==> config.mk <==
export PLATFORM = sky130hd
export DESIGN_NAME = p405s_gpr_hazard_scbd_flat
export DESIGN_NICKNAME = d
export VERILOG_FILES = /design/src/rtl/p405s_scbd_pkg.sv /design/src/rtl/p405s_gpr_hazard_scbd_if.sv /design/src/rtl/p405s_scbd_portcmp.sv /design/src/rtl/p405s_gpr_hazard_scbd.sv /design/src/flat_wrapper.sv
export SDC_FILE = /design/constraint.sdc
export NUM_CORES = 1
export LEC_CHECK = 0
export CAP_MARGIN = 20
export CORE_MARGIN = 2
export CORE_UTILIZATION = 45
export CTS_BUF_LIST = sky130_fd_sc_hd__clkbuf_16
export DETAILED_ROUTE_END_ITERATION = 8
export HOLD_SLACK_MARGIN = 0.02
export PLACE_DENSITY = 0.76
export SYNTH_ARGS = -nofsm -noshare
export SYNTH_HDL_FRONTEND = slang
export SYNTH_SLANG_ARGS = --single-unit
==> constraint.sdc <==
create_clock -name CB -period 2.05 [get_ports CB]
set_input_delay 0.41 -clock CB [delete_from_list [all_inputs] [get_ports CB]]
set_output_delay 0.41 -clock CB [all_outputs]
set_load 0.005 [all_outputs]
==> src/rtl/p405s_scbd_pkg.sv <==
// Shared definitions for the GPR hazard scoreboard: default geometry and
// the per-stage in-flight entry record.
package p405s_scbd_pkg;

    localparam int SCBD_AW     = 5;  // register-file address width
    localparam int SCBD_NRP    = 3;  // read ports compared (A, B, S)
    localparam int SCBD_NST    = 4;  // tracked in-flight stages, 0 = exe
    localparam int SCBD_LDRDY  = 2;  // first stage where load data can bypass
    localparam int SCBD_AW_MAX = 8;  // widest address an entry can hold (AW <= 8)

    // One in-flight destination: valid, register address, written-by-load.
    typedef struct packed {
        logic                   vld;
        logic [SCBD_AW_MAX-1:0] addr;
        logic                   ld;
    } scbd_entry_t;

    localparam scbd_entry_t SCBD_ENTRY_EMPTY = '{vld: 1'b0, addr: '0, ld: 1'b0};

endpackage

==> src/rtl/p405s_gpr_hazard_scbd_if.sv <==
// Decode/scoreboard bundle: decode-side issue request, read-port lookups,
// pipeline control, and the bypass/stall answers.
interface p405s_gpr_hazard_scbd_if
    import p405s_scbd_pkg::*;
#(
    parameter int AW  = SCBD_AW,
    parameter int NRP = SCBD_NRP,
    parameter int NST = SCBD_NST
);
    logic               dcdValid;
    logic               dcdWrEn;
    logic [AW-1:0]      dcdWrAddr;
    logic               dcdIsLoad;
    logic [NRP-1:0]     rdEn;
    logic [NRP*AW-1:0]  rdAddr;
    logic               holdExe;
    logic               flushAll;
    logic [NRP-1:0]     bypHit;
    logic [NRP*NST-1:0] bypSel;
    logic               stallReq;
    logic               issueAck;

    // Decode stage side.
    modport master (
        output dcdValid, dcdWrEn, dcdWrAddr, dcdIsLoad, rdEn, rdAddr, holdExe, flushAll,
        input  bypHit, bypSel, stallReq, issueAck
    );

    // Scoreboard side.
    modport slave (
        input  dcdValid, dcdWrEn, dcdWrAddr, dcdIsLoad, rdEn, rdAddr, holdExe, flushAll,
        output bypHit, bypSel, stallReq, issueAck
    );
endinterface

==> src/rtl/p405s_scbd_portcmp.sv <==
// One read port against all in-flight stages: finds the youngest matching
// stage and reports either a bypass select or a stall if it is not ready.
module p405s_scbd_portcmp
    import p405s_scbd_pkg::*;
#(
    parameter int AW    = SCBD_AW,
    parameter int NST   = SCBD_NST,
    parameter int LDRDY = SCBD_LDRDY
)(
    input  logic                    rd_en_i,
    input  logic [AW-1:0]           rd_addr_i,
    input  scbd_entry_t [NST-1:0]   stages_i,
    output logic                    hit_o,
    output logic [NST-1:0]          sel_o,
    output logic                    stall_o
);
    logic           found;
    logic           ready;
    logic [NST-1:0] pick;

    // Walk oldest to youngest so the youngest match overwrites older ones.
    always_comb begin
        // NOTE: every variable gets a default before the loop, so no path leaves one unassigned (no latch).
        found = 1'b0;
        ready = 1'b0;
        pick  = '0;
        for (int k = NST - 1; k >= 0; k--) begin
            if (rd_en_i && stages_i[k].vld && (stages_i[k].addr == SCBD_AW_MAX'(rd_addr_i))) begin
                found   = 1'b1;
                pick    = '0;
                pick[k] = 1'b1;
                ready   = !stages_i[k].ld || (k >= LDRDY);
            end
        end
    end

    // An unready youngest match suppresses the bypass entirely.
    assign hit_o   = found & ready;
    assign sel_o   = hit_o ? pick : '0;
    assign stall_o = found & ~ready;

endmodule

==> src/rtl/p405s_gpr_hazard_scbd.sv <==
// GPR hazard scoreboard: tracks NST in-flight destinations, answers bypass
// and stall queries combinationally, and shifts the stage record per edge.
// Optional stall counter output stallCnt is built when P405S_SCBD_PERF_EN
// is defined.
module p405s_gpr_hazard_scbd
    import p405s_scbd_pkg::*;
#(
    parameter int AW    = SCBD_AW,
    parameter int NRP   = SCBD_NRP,
    parameter int NST   = SCBD_NST,
    parameter int LDRDY = SCBD_LDRDY
)(
    input  logic CB,
    input  logic resetCore,
    p405s_gpr_hazard_scbd_if.slave bus
`ifdef P405S_SCBD_PERF_EN
    ,
    output logic [15:0] stallCnt
`endif
);
    scbd_entry_t [NST-1:0] stage_q;
    scbd_entry_t [NST-1:0] stage_d;
    logic [NRP-1:0]        port_hit;
    logic [NRP*NST-1:0]    port_sel;
    logic [NRP-1:0]        port_stall;
    logic                  stall_req;
    logic                  issue_ack;

    for (genvar p = 0; p < NRP; p++) begin : g_port
        p405s_scbd_portcmp #(
            .AW    (AW),
            .NST   (NST),
            .LDRDY (LDRDY)
        ) u_cmp (
            .rd_en_i   (bus.rdEn[p]),
            .rd_addr_i (bus.rdAddr[p*AW +: AW]),
            .stages_i  (stage_q),
            .hit_o     (port_hit[p]),
            .sel_o     (port_sel[p*NST +: NST]),
            .stall_o   (port_stall[p])
        );
    end

    // Reset clears state asynchronously, so bypass/stall fall to zero with it;
    // issueAck only looks at decode and hold while reset is active.
    assign stall_req    = (|port_stall) & ~resetCore;
    assign issue_ack    = bus.dcdValid & ~bus.holdExe & (resetCore | (~stall_req & ~bus.flushAll));
    assign bus.bypHit   = port_hit;
    assign bus.bypSel   = port_sel;
    assign bus.stallReq = stall_req;
    assign bus.issueAck = issue_ack;

    // Next stage record: flush beats hold, hold beats normal shift/issue.
    always_comb begin
        stage_d = stage_q;
        if (bus.flushAll) begin
            for (int k = 0; k < NST; k++) stage_d[k].vld = 1'b0;
        end else if (bus.holdExe) begin
            stage_d[1].vld = 1'b0;
            for (int k = 2; k < NST; k++) stage_d[k] = stage_q[k-1];
        end else begin
            for (int k = 1; k < NST; k++) stage_d[k] = stage_q[k-1];
            if (issue_ack && bus.dcdWrEn) begin
                stage_d[0] = '{vld: 1'b1, addr: SCBD_AW_MAX'(bus.dcdWrAddr), ld: bus.dcdIsLoad};
            end else begin
                stage_d[0] = SCBD_ENTRY_EMPTY;
            end
        end
    end

    // Stage record register.
    always_ff @(posedge CB or posedge resetCore) begin
        if (resetCore) begin
            stage_q <= '0;
        end else begin
            // NOTE: non-blocking so every stage samples its neighbour's pre-edge value.
            stage_q <= stage_d;
        end
    end

`ifdef P405S_SCBD_PERF_EN
    logic [15:0] stall_cnt_q;
    logic [15:0] stall_cnt_d;

    // Saturating count of cycles where decode wanted to issue but was stalled.
    always_comb begin
        stall_cnt_d = stall_cnt_q;
        if (bus.dcdValid && stall_req && (stall_cnt_q != 16'hFFFF)) begin
            stall_cnt_d = stall_cnt_q + 16'd1;
        end
    end

    // Stall counter register.
    always_ff @(posedge CB or posedge resetCore) begin
        if (resetCore) stall_cnt_q <= '0;
        else           stall_cnt_q <= stall_cnt_d;
    end

    assign stallCnt = stall_cnt_q;
`endif

endmodule

==> src/flat_wrapper.sv <==
// flat-port wrapper written by rule: the top's interface ports become plain ports
module p405s_gpr_hazard_scbd_flat import p405s_scbd_pkg::*;
#(
    parameter int AW    = SCBD_AW,
    parameter int NRP   = SCBD_NRP,
    parameter int NST   = SCBD_NST,
    parameter int LDRDY = SCBD_LDRDY
)
  (CB, resetCore, bus_dcdValid, bus_dcdWrEn, bus_dcdWrAddr, bus_dcdIsLoad, bus_rdEn, bus_rdAddr, bus_holdExe, bus_flushAll, bus_bypHit, bus_bypSel, bus_stallReq, bus_issueAck);
  p405s_gpr_hazard_scbd_if #(.AW(AW), .NRP(NRP), .NST(NST)) bus_i ();
  input  logic CB;
  input  logic resetCore;
  input wire logic [$bits(bus_i.dcdValid)-1:0] bus_dcdValid;
  input wire logic [$bits(bus_i.dcdWrEn)-1:0] bus_dcdWrEn;
  input wire logic [$bits(bus_i.dcdWrAddr)-1:0] bus_dcdWrAddr;
  input wire logic [$bits(bus_i.dcdIsLoad)-1:0] bus_dcdIsLoad;
  input wire logic [$bits(bus_i.rdEn)-1:0] bus_rdEn;
  input wire logic [$bits(bus_i.rdAddr)-1:0] bus_rdAddr;
  input wire logic [$bits(bus_i.holdExe)-1:0] bus_holdExe;
  input wire logic [$bits(bus_i.flushAll)-1:0] bus_flushAll;
  output wire logic [$bits(bus_i.bypHit)-1:0] bus_bypHit;
  output wire logic [$bits(bus_i.bypSel)-1:0] bus_bypSel;
  output wire logic [$bits(bus_i.stallReq)-1:0] bus_stallReq;
  output wire logic [$bits(bus_i.issueAck)-1:0] bus_issueAck;
  assign bus_i.dcdValid = bus_dcdValid;
  assign bus_i.dcdWrEn = bus_dcdWrEn;
  assign bus_i.dcdWrAddr = bus_dcdWrAddr;
  assign bus_i.dcdIsLoad = bus_dcdIsLoad;
  assign bus_i.rdEn = bus_rdEn;
  assign bus_i.rdAddr = bus_rdAddr;
  assign bus_i.holdExe = bus_holdExe;
  assign bus_i.flushAll = bus_flushAll;
  assign bus_bypHit = bus_i.bypHit;
  assign bus_bypSel = bus_i.bypSel;
  assign bus_stallReq = bus_i.stallReq;
  assign bus_issueAck = bus_i.issueAck;
  p405s_gpr_hazard_scbd #(.AW(AW), .NRP(NRP), .NST(NST), .LDRDY(LDRDY)) u_core (.CB(CB), .resetCore(resetCore), .bus(bus_i));
endmodule
==> flow_metrics.env, run 1 <==
export IMPL_drc=0
export IMPL_core_area_um2=4410
export IMPL_gp_congestion=0.860
export IMPL_synth_largest_area_cell="dfrtp_1"
export IMPL_slew_headroom_pct=75.6
export IMPL_cts_root_buf="clkbuf_16"
export IMPL_cts_buffers=3
export IMPL_start_kind="register"
export IMPL_worst_hold_slack_ns=0.565
export IMPL_syn_num_nets=252
export IMPL_rsz0062_at_grt="true"
export IMPL_syn_to_final_growth_pct=58.8
export IMPL_cp_end_kind="output pin"
export IMPL_die_height_um=72.1
export IMPL_synth_distinct_cells=42
export IMPL_grt_pass1_wl_um=10300
export IMPL_syn_avg_cell_area_um2=9.41
export IMPL_finalWorstPathRequiredPeriod_ns=2.65
export IMPL_ys_async_sr_fraction_pct=100
export IMPL_final_nets=361
export IMPL_p_leak_uw=0.00165
export IMPL_timing_final_crit_share_pct=129
export IMPL_synth_main_ff_cell="dfrtp_1"
export IMPL_setup_slack_ns=-0.601
export IMPL_dp_hpwl_um=4650
export IMPL_ir_drop_mv=0.399
export IMPL_fin_setup_tns_ns=-7.94
export IMPL_cts_sinks=26
export IMPL_synth_area_um2=2090
export IMPL_grt_ovfl_total=0
export IMPL_post_drt_wl_per_cell_um=17.2
export IMPL_drive_gt1_share_pct=43.0
export IMPL_top_layer_used="met4"
export IMPL_worstSetupPathType="reg2out"
export IMPL_ys_seq_area_share_pct=31.1
export IMPL_cp_slowest_cell="dfrtp_2"
export IMPL_fin_skew_ns=0.00429
export IMPL_largest_reg_flops=26
export IMPL_yosysMostFrequentCell="xor2_1"
export IMPL_synth_area_leaders="dfrtp_1, xor2_1, xnor2_1"
export IMPL_ctsHtreeMaxLevel=1
export IMPL_ys_ff_latch=26
export IMPL_antenna_cells=0
export IMPL_synth_common_cells="xor2_1, nand2_1, xnor2_1, dfrtp_1, inv_1"
export IMPL_rows=24
export IMPL_die_area_um2=5200
export IMPL_fmax_mhz=377
export IMPL_first_global_vias=2145
export IMPL_crit_top_cell="buf_6"
export IMPL_syn_inst=222
export IMPL_clock_tree_buffer_depth=2
export IMPL_crit_fanout=3
export IMPL_ys_warn_count=0
export IMPL_drt_initial_drc_count=126
export IMPL_dr_wl_met3_um=447
export IMPL_hold_violations=0
export IMPL_wl_um=6580
export IMPL_p_total_uw=1730
export IMPL_crit_chain="buf_6, xor2_4, nor4_4, nand4_2, buf_6, buf_6, nand3_2, nand2_2, a32o_1, buf_2"
export IMPL_drt_met1_wl_um=2580
export IMPL_max_cap_violations=0
export IMPL_power_density_nw_per_um2=521
export IMPL_hp_class="in2async"
export IMPL_initial_core_util_pct=47.3
export IMPL_setup_viol=24
export IMPL_worst_pin_slew_ns=0.366
export IMPL_post_route_cell_area_um2=3320
export IMPL_crit_required_ns=1.64
export IMPL_top_regs="u_core.stage_q (26)"
export IMPL_vias=2022
export IMPL_synth_top_area_share_pct=31.1
export IMPL_drv_slew=0
export IMPL_clk_latency_ns=0.26
export IMPL_first_pass_iters=4
export IMPL_fill_cells=313
export IMPL_antenna_found_initial=0
export IMPL_grt_max_degree=23
export IMPL_worstPathArrival_ns=2.24
export IMPL_synth_edf_count=0
export IMPL_violations="negative setup slack"
export IMPL_crit_path_max_incr_delay_ns=0.41
export IMPL_die_w_um=72.1
export IMPL_vias_per_cell=5.29
export IMPL_clk_pin_slew_worst_paths_ns=0.07
export IMPL_portBuffers=46
export IMPL_grt_total_usage_pct=25.7
export IMPL_regMostFlops="u_core.stage_q"
export IMPL_drtAntennaViolNets=0
export IMPL_tritoncts="built"
export IMPL_pin_count=47
export IMPL_placed_area_um2=2930
export IMPL_wl_met2_um=3420
export IMPL_status="finished with violations"
[metrics by stage]
stage          utilization, %  worst slack, ns  std cells
2_1_floorplan               -           -0.161        222
3_3_place_gp             66.4            -1.02        361
3_5_place_dp             66.4            -1.05        361
4_1_cts                  72.8           -0.637        381
5_1_grt                  75.2           -0.704        382
6_report                 75.2           -0.601        382
[power breakdown]
part	internal, µW	switching, µW	leakage [µW]
combinational	281	242	0.00125
sequential	558	82.5	0.000350
clock	389	177	0.0000511
[routing by layer]
metal  track usage [%]  up-vias
li1                  -      965
met1              31.4      960
met2              46.2       80
met3              2.50       17
met4              10.5        0
met5                 0        -
[worst max-delay path: cells and delay by family, from the launching register on]
family	cells	cell delay, ns
simple gates	4	0.60
buf+inv	4	0.53
flops	1	0.41
compound gates	1	0.26
xor+xnor	1	0.18
[cells by family (layout without fill, tap and decap cells)]
group	after synthesis	count (layout)	share of synthesized area (%)
AND/OR/NAND/NOR	82	82	22.2
XOR/XNOR	60	60	25.1
flip-flops	26	26	31.1
buffers and inverters	23	131	6.77
AO/OA/AOI/OAI	20	20	8.86
multiplexers	11	11	5.87
[what timing repair did]
item / 4_1_cts / 5_1_grt
pin swaps: 23 / 8
gates resized for setup: 102 / 26
hold buffers: 0 / 0
endpoints found under the setup margin: 24 / 24
buffers inserted: 17 / 1
[worst paths after layout]
check,from,endpoint,slack [ns],cells after the start
min,resetCore,u_core.stage_q[10],0.56,3
max reg2reg,u_core.stage_q[2],u_core.stage_q[9],-0.27,10
min reg2reg,u_core.stage_q[29],u_core.stage_q[39],0.57,1
max in group asynchronous,resetCore,u_core.stage_q[14],0.94,4
min in group CB,u_core.stage_q[29],u_core.stage_q[39],0.57,1
max,u_core.stage_q[2],bus_issueAck,-0.60,10
[final cells by class]
class                           instances  area [µm²]  area share, %
Clock inverter                          1        30.0          0.905
Inverter                               10        40.0           1.21
Multi-Input combinational cell        173        1490           45.0
Sequential cell                        26         653           19.7
Timing Repair Buffer                  117         961           29.0
Tap cell                               52        65.1           1.96
Clock buffer                            3        75.1           2.26
[cell usage in the layout (no fill, tap or decap), types with 4 or more instances in the layout]
master	n
buf_4	62
xor2_1	28
xnor2_1	24
dfrtp_1	24
nand2_1	23
clkdlybuf4s50_1	13
dlygate4sd2_1	12
buf_2	11
inv_1	9
buf_6	9
nand4_1	8
mux2_1	7
nor4_2	6
o21ai_2	6
nand3_1	5
nor2_1	5
xnor2_2	4
nor2b_1	4
clkdlybuf4s15_1	4
Note: power is estimated with default switching activity, not from simulation.
==> inputs of run 2 (changes only) <==
Settings changed: CORE_ASPECT_RATIO set to 1.75.
==> flow_metrics.env, run 2 (same netlist as run 1, synthesis figures left out) <==
export IMPL_status="finished with violations"
export IMPL_violations="negative setup slack"
export IMPL_multi_input_area_um2=1550
export IMPL_drv_slew=0
export IMPL_die_area_um2=5230
export IMPL_grt_max_degree=27
export IMPL_cts_buffers=3
export IMPL_dr_wl_met3_um=626
export IMPL_ctsHtreeMaxLevel=1
export IMPL_grt_pass1_wl_um=12600
export IMPL_clock_tree_buffer_depth=2
export IMPL_dp_hpwl_um=4800
export IMPL_reg2reg_from="u_core.stage_q[13]"
export IMPL_rsz0062_at_grt="true"
export IMPL_drtAntennaViolNets=0
export IMPL_final_common_cell="buf_4"
export IMPL_hold_violations=0
export IMPL_cp_end_kind="output pin"
export IMPL_die_height_um=94.1
export IMPL_fin_skew_ns=0.00680
export IMPL_ir_drop_mv=0.432
export IMPL_syn_to_final_growth_pct=71.7
export IMPL_vias=2346
export IMPL_portBuffers=46
export IMPL_worst_pin_slew_ns=0.473
export IMPL_drt_initial_drc_count=114
export IMPL_crit_required_ns=1.64
export IMPL_final_seq_area_um2=659
export IMPL_setup_slack_ns=-0.708
export IMPL_final_nets=384
export IMPL_pin_count=47
export IMPL_drc=0
export IMPL_cts_sinks=26
export IMPL_p_total_uw=1830
export IMPL_layout_common_cells="buf_4, xor2_1, xnor2_1, buf_6, nand2_1"
export IMPL_drive_gt1_share_pct=51.6
export IMPL_wl_um=9220
export IMPL_crit_fanout=3
export IMPL_slew_headroom_pct=68.4
export IMPL_worstSetupPathType="reg2out"
export IMPL_first_pass_iters=4
export IMPL_finalWorstPathRequiredPeriod_ns=2.76
export IMPL_core_area_um2=4440
export IMPL_top_regs="u_core.stage_q (26)"
export IMPL_fill_cells=239
export IMPL_start_kind="register"
export IMPL_power_density_nw_per_um2=509
export IMPL_clk_pin_slew_worst_paths_ns=0.07
export IMPL_hold_path_end="u_core.stage_q[14]"
export IMPL_die_w_um=55.5
export IMPL_min_path_cells=2
export IMPL_reg2reg_slack_ns=-0.64
export IMPL_r2r_end="u_core.stage_q[0]"
export IMPL_rows=32
export IMPL_antenna_cells=0
export IMPL_placed_area_um2=2930
export IMPL_grt_ovfl_total=0
export IMPL_drt_met1_wl_um=2810
export IMPL_max_cap_violations=0
export IMPL_p_leak_uw=0.00177
export IMPL_hp_class="reg2reg"
export IMPL_reg2reg_depth=11
export IMPL_regMostFlops="u_core.stage_q"
export IMPL_cts_root_buf="clkbuf_16"
export IMPL_holdCritStartpoint="u_core.stage_q[14]"
export IMPL_setup_viol=24
export IMPL_top_layer_used="met4"
export IMPL_vias_per_cell=5.81
export IMPL_initial_core_util_pct=47.0
export IMPL_post_route_cell_area_um2=3590
export IMPL_largest_reg_flops=26
export IMPL_worstPathArrival_ns=2.35
export IMPL_wl_met2_um=4730
export IMPL_worst_hold_slack_ns=0.595
export IMPL_timing_final_crit_share_pct=135
export IMPL_antenna_found_initial=0
export IMPL_grt_total_usage_pct=32.4
export IMPL_clk_latency_ns=0.27
export IMPL_gp_congestion=0.918
export IMPL_tritoncts="built"
export IMPL_first_global_vias=2501
export IMPL_fmax_mhz=363
export IMPL_post_drt_wl_per_cell_um=22.8
[run 2: changes by cell type in the layout (fill, tap and decap cells not counted), sizes merged]
cell	delta
buf	+29
clkdlybuf4s15	-1
dlygate4sd2	-5
[run 2: timing repair]
item                       CTS  global route
resized for setup          147            30
setup endpoints to repair   24            24
hold buffers                 0             0
pin swaps                   40            17
buffers inserted            33            13
[run 2: critical path, cell delays in order (launching register included)]
cell and delay, ns:
dfrtp_2 0.45, xor2_1 0.17, nor4_2 0.42, and4_1 0.35, buf_6 0.13, a221oi_4 0.07, nand2b_4 0.16, a32o_1 0.22
buf_2 0.12
[run 2: power by group]
part / total, µW / internal (µW) / leakage, µW / switching, µW
registers: 648 / 560 / 0.000343 / 88.5
clock network: 582 / 389 / 0.0000511 / 193
logic: 597 / 313 / 0.00137 / 284
[run 2: area by class of cell]
cell class | instances | share of cell area (%)
Inverter | 10 | 1.12
Timing Repair Buffer | 140 | 32.7
Sequential cell | 26 | 18.4
Clock inverter | 1 | 0.837
Multi-Input combinational cell | 173 | 43.1
Tap cell | 51 | 1.78
Clock buffer | 3 | 2.09
[run 2: worst max-delay path by stage]
| stage | start | end | slack (ns) | cells after the start |
|---|---|---|---|---|
| 6_report | u_core.stage_q[13] | bus_issueAck | -0.71 | 8 |
| 3_3_place_gp | bus_rdAddr[4] | bus_issueAck | -1.02 | 8 |
| 5_1_grt | u_core.stage_q[2] | bus_issueAck | -0.77 | 8 |
| 3_5_place_dp | bus_rdAddr[1] | bus_stallReq | -1.13 | 8 |
| 4_1_cts | u_core.stage_q[2] | bus_issueAck | -0.59 | 8 |
| 2_1_floorplan | u_core.stage_q[5] | bus_issueAck | -0.16 | 7 |
[run 2: stage by stage]
stage | setup slack [ns] | util (%) | cells | TNS, ns
2_1_floorplan | -0.161 | - | 222 | -0.228
3_3_place_gp | -1.02 | 65.9 | 360 | -16.86
3_5_place_dp | -1.13 | 65.9 | 360 | -18.61
4_1_cts | -0.594 | 75.8 | 393 | -7.32
5_1_grt | -0.766 | 80.7 | 404 | -14.05
6_report | -0.708 | 80.7 | 404 | -13.05
[run 2: metal layers]
metal | up-vias | global-route usage [%]
met2 | 168 | 58.3
li1 | 1002 | -
met3 | 85 | 4.82
met4 | 0 | 29.3
met1 | 1091 | 30.8
met5 | - | 0
